`config.mk`:
```
export PLATFORM = sky130hd
export DESIGN_NAME = io_port_bridge
export DESIGN_NICKNAME = d
export VERILOG_FILES = /design/src/rtl/io_bridge_pkg.sv /design/src/rtl/io_sync_fifo.sv /design/src/rtl/io_port_bridge.sv
export SDC_FILE = /design/constraint.sdc
export NUM_CORES = 1
export LEC_CHECK = 0
export BUFFER_PORTS_ARGS = -buffer_cell sky130_fd_sc_hd__clkbuf_2
export CORE_MARGIN = 10
export CORE_UTILIZATION = 59
export DETAILED_ROUTE_END_ITERATION = 10
export GPL_ROUTABILITY_DRIVEN = 0
export GPL_TIMING_DRIVEN = 0
export PLACE_DENSITY = 0.95
export SLEW_MARGIN = 20
export SYNTH_ARGS = -nofsm -noshare
export SYNTH_HDL_FRONTEND = slang
export SYNTH_HIERARCHICAL = 1
export SYNTH_SLANG_ARGS = --single-unit
```
`constraint.sdc`:
```
create_clock -name clk -period 4.1 [get_ports clk]
set_input_delay 0.205 -clock clk [delete_from_list [all_inputs] [get_ports clk]]
set_output_delay 0.205 -clock clk [all_outputs]
set_load 0.1 [all_outputs]
```
`src/rtl/io_bridge_pkg.sv`:
```
// Shared types and constants for the parallel-port bridge.
// Latency: n/a (definitions only).
// Backpressure: n/a (definitions only).
//
// Holds the port data width, the register-bank addresses of the four
// port registers, the TX FIFO entry layout and the RX per-port state encoding.
package io_bridge_pkg;

  localparam int DATA_W = 16;

  // Register-bank addresses of the port registers.
  localparam logic [4:0] PI0_ADDR = 5'd28;
  localparam logic [4:0] PI1_ADDR = 5'd29;
  localparam logic [4:0] PO0_ADDR = 5'd30;
  localparam logic [4:0] PO1_ADDR = 5'd31;

  // One queued output-port write: which port it targets and the value.
  typedef struct packed {
    logic              port;
    logic [DATA_W-1:0] data;
  } tx_entry_t;

  // Per-input-port holding state.
  typedef enum logic {
    RX_EMPTY = 1'b0,
    RX_HELD  = 1'b1
  } rx_state_t;

endpackage

```
`src/rtl/io_sync_fifo.sv`:
```
// Generic synchronous first-word-fall-through FIFO.
// Latency: a push into an empty FIFO is visible at the head one cycle later.
// Backpressure: a push while full is ignored unless a pop happens in the same cycle.
//
// Ports:
//   clk, reset        clock, synchronous active-high reset
//   push, push_dat    write request and data
//   pop               read request (ignored while empty)
//   head_dat          current head entry (valid while !empty)
//   full, empty       occupancy flags
//   count             number of stored entries, 0..DEPTH
module io_sync_fifo #(
  parameter int W     = 17,
  parameter int DEPTH = 4
) (
  input  logic                     clk,
  input  logic                     reset,
  input  logic                     push,
  input  logic [W-1:0]             push_dat,
  input  logic                     pop,
  output logic [W-1:0]             head_dat,
  output logic                     full,
  output logic                     empty,
  output logic [$clog2(DEPTH):0]   count
);

  localparam int PW = $clog2(DEPTH);

  logic [W-1:0]  mem [DEPTH];
  logic [PW-1:0] wr_ptr;
  logic [PW-1:0] rd_ptr;
  logic [PW:0]   cnt_q;
  logic          wr_en;
  logic          rd_en;

  assign full  = (cnt_q == (PW+1)'(DEPTH));
  assign empty = (cnt_q == '0);
  assign count = cnt_q;

  // A pop frees the slot in the same cycle, so a full FIFO still accepts a
  // push when it is popped at the same time; the write lands in the slot the
  // head is leaving (wr_ptr == rd_ptr when full).
  assign rd_en = pop && !empty;
  assign wr_en = push && (!full || rd_en);

  assign head_dat = mem[rd_ptr];

  always_ff @(posedge clk) begin
    if (reset) begin
      wr_ptr <= '0;
      rd_ptr <= '0;
      cnt_q  <= '0;
      for (int i = 0; i < DEPTH; i++) begin
        mem[i] <= '0;
      end
    end else begin
      if (wr_en) begin
        mem[wr_ptr] <= push_dat;
        wr_ptr      <= wr_ptr + 1'b1;
      end
      if (rd_en) begin
        rd_ptr <= rd_ptr + 1'b1;
      end
      case ({wr_en, rd_en})
        2'b10:   cnt_q <= cnt_q + 1'b1;
        2'b01:   cnt_q <= cnt_q - 1'b1;
        default: cnt_q <= cnt_q;
      endcase
    end
  end

endmodule

```
`src/rtl/io_port_bridge.sv`:
```
// Peripheral end of the CPU parallel port: queues PO0/PO1 writes out over a
// valid/ready link and holds incoming data in PI0/PI1 until the CPU reads it.
// Latency: PO write -> tx_valid one cycle; RX accept -> pi/pi_fresh one cycle.
// Backpressure: TX writes to a full FIFO are dropped (tx_ovf sticky); RX stalls
//   per port via rx_ready until the held value is read.
//
// Optional feature macro: IO_LOOPBACK_EN adds a 'loopback' input that routes
// the TX FIFO head into the RX path and silences both external links.
//
// Ports:
//   clk, reset                         clock, synchronous active-high reset
//   po_wr, po_sel, po_data             CPU write to PO0 (addr 30) / PO1 (addr 31)
//   tx_valid, tx_ready, tx_data, tx_port  outbound link (FIFO head)
//   tx_ovf                             sticky: a PO write was dropped
//   rx_valid, rx_ready, rx_data, rx_port  inbound link, port 0=PI0, 1=PI1
//   pi_rd, pi_rd_sel                   CPU read-consume strobe for PI0/PI1
//   pi0, pi1                           held values (bank r28/r29)
//   pi_fresh                           per-port unread flags
module io_port_bridge
  import io_bridge_pkg::*;
#(
  parameter int DATA_W   = io_bridge_pkg::DATA_W,
  parameter int TX_DEPTH = 4
) (
  input  logic              clk,
  input  logic              reset,
`ifdef IO_LOOPBACK_EN
  input  logic              loopback,
`endif
  input  logic              po_wr,
  input  logic              po_sel,
  input  logic [DATA_W-1:0] po_data,
  output logic              tx_valid,
  input  logic              tx_ready,
  output logic [DATA_W-1:0] tx_data,
  output logic              tx_port,
  output logic              tx_ovf,
  input  logic              rx_valid,
  output logic              rx_ready,
  input  logic [DATA_W-1:0] rx_data,
  input  logic              rx_port,
  input  logic              pi_rd,
  input  logic              pi_rd_sel,
  output logic [DATA_W-1:0] pi0,
  output logic [DATA_W-1:0] pi1,
  output logic [1:0]        pi_fresh
);

  localparam int EW = $bits(tx_entry_t);

  // ---------------------------------------------------------------- TX path
  tx_entry_t                  push_ent;
  tx_entry_t                  head_ent;
  logic [EW-1:0]              head_raw;
  logic                       fifo_pop;
  logic                       fifo_full;
  logic                       fifo_empty;
  logic [$clog2(TX_DEPTH):0]  unused_tx_cnt;
  logic                       head_vld;
  logic                       tx_ovf_q;

  always_comb begin
    push_ent      = '0;
    push_ent.port = po_sel;
    push_ent.data = po_data;
  end

  io_sync_fifo #(
    .W     (EW),
    .DEPTH (TX_DEPTH)
  ) u_tx_fifo (
    .clk      (clk),
    .reset    (reset),
    .push     (po_wr),
    .push_dat (push_ent),
    .pop      (fifo_pop),
    .head_dat (head_raw),
    .full     (fifo_full),
    .empty    (fifo_empty),
    .count    (unused_tx_cnt)
  );

  assign head_ent = tx_entry_t'(head_raw);
  assign head_vld = !fifo_empty;
  assign tx_data  = head_ent.data;
  assign tx_port  = head_ent.port;
  assign tx_ovf   = tx_ovf_q;

  // A write is lost only when the FIFO is full and nothing leaves this cycle.
  always_ff @(posedge clk) begin
    if (reset) begin
      tx_ovf_q <= 1'b0;
    end else if (po_wr && fifo_full && !fifo_pop) begin
      tx_ovf_q <= 1'b1;
    end
  end

  // ------------------------------------------------ RX source / link select
  rx_state_t         state_q [2];
  rx_state_t         state_d [2];
  logic [DATA_W-1:0] pi_q    [2];
  logic              src_vld;
  logic              src_port;
  logic [DATA_W-1:0] src_dat;
  logic [1:0]        accept;
  logic [1:0]        consume;

  always_comb begin
    src_vld  = rx_valid;
    src_port = rx_port;
    src_dat  = rx_data;
    tx_valid = head_vld;
    rx_ready = (state_q[rx_port] == RX_EMPTY);
    fifo_pop = head_vld && tx_ready;
`ifdef IO_LOOPBACK_EN
    // Loopback: the FIFO head is the RX source, popped only once its target
    // port can take it, so toggling loopback never drops a queued entry.
    if (loopback) begin
      src_vld  = head_vld;
      src_port = head_ent.port;
      src_dat  = head_ent.data;
      tx_valid = 1'b0;
      rx_ready = 1'b0;
      fifo_pop = head_vld && (state_q[head_ent.port] == RX_EMPTY);
    end
`endif
  end

  // ------------------------------------------------------- RX port FSMs
  always_comb begin
    for (int i = 0; i < 2; i++) begin
      state_d[i] = state_q[i];
      accept[i]  = 1'b0;
      consume[i] = 1'b0;
      case (state_q[i])
        RX_EMPTY: begin
          if (src_vld && (src_port == 1'(i))) begin
            accept[i]  = 1'b1;
            state_d[i] = RX_HELD;
          end
        end
        RX_HELD: begin
          // Read of an already-empty port falls in the other arm: no effect.
          if (pi_rd && (pi_rd_sel == 1'(i))) begin
            consume[i] = 1'b1;
            state_d[i] = RX_EMPTY;
          end
        end
        default: state_d[i] = RX_EMPTY;
      endcase
    end
  end

  always_ff @(posedge clk) begin
    if (reset) begin
      state_q[0] <= RX_EMPTY;
      state_q[1] <= RX_EMPTY;
    end else begin
      state_q[0] <= state_d[0];
      state_q[1] <= state_d[1];
    end
  end

  // Held value survives the read; only the fresh flag clears.
  always_ff @(posedge clk) begin
    if (reset) begin
      pi_q[0] <= '0;
      pi_q[1] <= '0;
    end else begin
      if (accept[0]) pi_q[0] <= src_dat;
      if (accept[1]) pi_q[1] <= src_dat;
    end
  end

  assign pi0      = pi_q[0];
  assign pi1      = pi_q[1];
  assign pi_fresh = {state_q[1] == RX_HELD, state_q[0] == RX_HELD};

endmodule

```
==> run metrics <==
status completed; critical path peak fanout 17; async set-reset flop share out of synthesis 0%; placed cell areas ~5300 µm²; slew margin rel. around two fifths; Routed Antenna Nets 0; Post-Layout Cell Count between 500 and 600; DR iter-0 viols slightly below 70; total core area a little under 8000 µm²; die area 11900 µm²; Min-Delay Endpoint state_q[1]; initial antenna violation count 0; Seq/Total Area, Yosys roughly 69%; Worst R2R End u_tx_fifo/mem[0][6]; vias post-DR approximately 2700; FILL cells between 400 and 500; CP Class register to register; Cell Pwr Density about 470 nW/µm²; number of diodes 0; post-CTS sizing 0; YS warnings 6; CTS tree done; fin crit period between 2000 and 3000 ps; CTS sink cnt 112; total of max-cap violations 0; FF-to-FF setup slack between 1000 and 1500 ps; Setup Viol. Count Final 0; Critical Path Source Type register; Place WS 1290 ps; final instance area about 5500 µm²; slew of the pin with the lowest slew margin slightly below 900 ps; WP data arrival 2860 ps; fin worst setup slack between 1000 and 1500 ps; Distinct cells, synth 41; DRC Markers 0; required time worst endpoint 4100 ps; # hold bufs at CTS 0; share of cells above drive strength 1 between 40% and 50%; Leak between 2 and 2.5 nW; Initial Utilization between 60% and 70%; synth top area cells edfxtp_1, mux4_2, and2_1; port bufs between 90 and 100; clock tree buffer depth 2; die height 109 µm; fin. max-slew vios 0; FMAX around 0.35 GHz; largest net degree at the start of global routing 19; worst vdd ir roughly 0.23 mV; reg2reg path depth 7; Netlist Area Pre-Place about 4700 µm²; fin crit share between 60 and 70%; Mapped Nets 331; Yosys top cell by area edfxtp_1; Setup crit end kind register; drt wl/cell between 15 and 20 µm; setup_tns 0 ps; Top FF cell, synth edfxtp_1; HPWL Detailed approximately 7 mm; #FFs+latches synth roughly 110; HP Class input pin to register; final hold violations 0; DRT Pass-1 Iters 6; WHS Path Cells 2; Synth top area share a little under two thirds; Hold Startpoint pi_rd_sel; latest clock arrival within the worst-skew pair 360 ps; Placed Cells between 400 and 500; wire length of the first global-routing pass approximately 15 mm; syn_area_per_cell between 15 and 20 µm²; # rows 32; Crit Reg-Reg Startpoint u_tx_fifo/count[0]; unrepaired setup endpoints after global routing false; Fin Hold WS 53.2 ps; vias in the first global route around 2900; CTS buffer count 9; DR vias/cell roughly 5.3; Root Driver clkbuf_8; final wirelength between 9 and 10 mm; Post-synth EDFFs 100; cell count after synthesis around 290; H-tree depth 3; clk_skew 14.5 ps; GRT Overall Usage 16.8%; Multi-input gate area 1370 µm²; P&R area growth vs syn 17.6%; Die Wd between 100 and 150 µm; FF+latch area 3240 µm²; Clock Pin Slew Worst Setup and Hold Paths between 100 and 150 ps; postcts setup bufs 0; io pins 95; Final nets ~440; grt total ovfl 0
[worst max-delay path by stage]
stage,cells after the start,start,endpoint,slack [ps]
finish,7,u_tx_fifo/count[0],u_tx_fifo/mem[0][6],1240
floorplan,4,state_q[1],pi_q[0][10],1370
global route,7,u_tx_fifo/count[0],u_tx_fifo/mem[0][9],1070
global placement,6,u_tx_fifo/count[0],u_tx_fifo/mem[2][10],1190
CTS,7,u_tx_fifo/count[0],u_tx_fifo/mem[0][9],1250
detailed placement,7,u_tx_fifo/count[0],u_tx_fifo/mem[0][10],1290
[registers in the layout (all words and copies together) (netlist names), named ones only]
name and flops:
u_tx_fifo/mem 68, pi_q 32, u_tx_fifo/count 3, state_q 2, u_tx_fifo/rd_ptr 2, u_tx_fifo/wr_ptr 2, tx_ovf 1
[per-layer routing]
layer	wire length [µm]	share of wire (%)	global-route usage, %	vias to the layer above
li1	-	-	-	1268
met1	3430	36	17.1	1333
met2	5480	57	32.5	65
met4	172	1.8	4.83	0
met3	535	5.6	4.66	16
met5	0	0	0	-
[power breakdown]
group	switching, mW	internal, mW
Sequential	0.0300	1.33
Clock	0.359	0.284
Combinational	0.481	0.119
Total	0.870	1.74
[cell usage after synthesis, types with 2 or more instances]
master / n
edfxtp_1: 100
nand2_1: 4
nand2b_1: 3
nand3_1: 3
or2_2: 2
o31a_1: 2
clkbuf_1: 5
nor2_1: 11
and2_2: 13
o21bai_1: 3
inv_1: 5
buf_4: 2
and2_1: 61
nor3_1: 2
xor2_1: 5
mux4_2: 17
and3_1: 2
buf_2: 3
a21oi_1: 2
buf_6: 3
dfxtp_1: 12
and2_4: 10
[cell type report]
cell class	instances	area share (%)
flip-flops and latches	112	58.7
repair buffers	96	8.92
well taps	102	2.31
inverters	5	0.339
clock buffers	9	2.24
multi-input cells	158	24.7
clock inverters	6	1.27
plain buffers	14	1.56
[kinds of logic (layout without fill, tap and decap cells)]
group	Yosys count	after routing	share of synthesized area (%)
simple gates	118	118	16.4
flops	112	112	69.0
mux	19	19	8.59
buf+inv	19	130	2.23
compound gates	14	14	2.26
xor+xnor	6	6	1.12
fa+ha+maj	1	1	0.426
[critical path: stages (launching register included)]
cell	delay (ps)
dfxtp_1	480
nor3_1	100
nand2b_1	160
inv_1	170
or4b_4	190
nand2_1	160
nor4_2	670
or2_2	560
[stage by stage]
step / power, mW / utilization, %
after floorplan: 1.87 / -
after global placement: 1.97 / 68.6
after detailed placement: 1.99 / 69.0
after CTS: 2.61 / 71.6
after global routing: 2.69 / 71.6
final: 2.61 / 71.6
[placed cells by master, fill, tap and decap left out, types with 2 or more instances in the layout]
cell / Yosys / routed
nor2_1: 11 / 11
mux4_2: 17 / 17
inv_1: 5 / 5
and2_2: 13 / 13
edfxtp_1: 100 / 100
nand3_1: 3 / 3
clkbuf_1: 5 / 5
nand2b_1: 3 / 3
and2_1: 61 / 61
nor3_1: 2 / 2
xor2_1: 5 / 5
buf_6: 3 / 5
o21bai_2: 0 / 3
buf_2: 3 / 3
and3_1: 2 / 2
clkbuf_8: 0 / 9
nand2_1: 4 / 4
a21oi_1: 2 / 2
clkinv_4: 0 / 3
and2_4: 10 / 10
dfxtp_1: 12 / 12
or2_2: 2 / 2
buf_4: 2 / 2
clkbuf_2: 0 / 94
o31a_1: 2 / 2
Note: power is estimated with default switching activity, not from simulation.
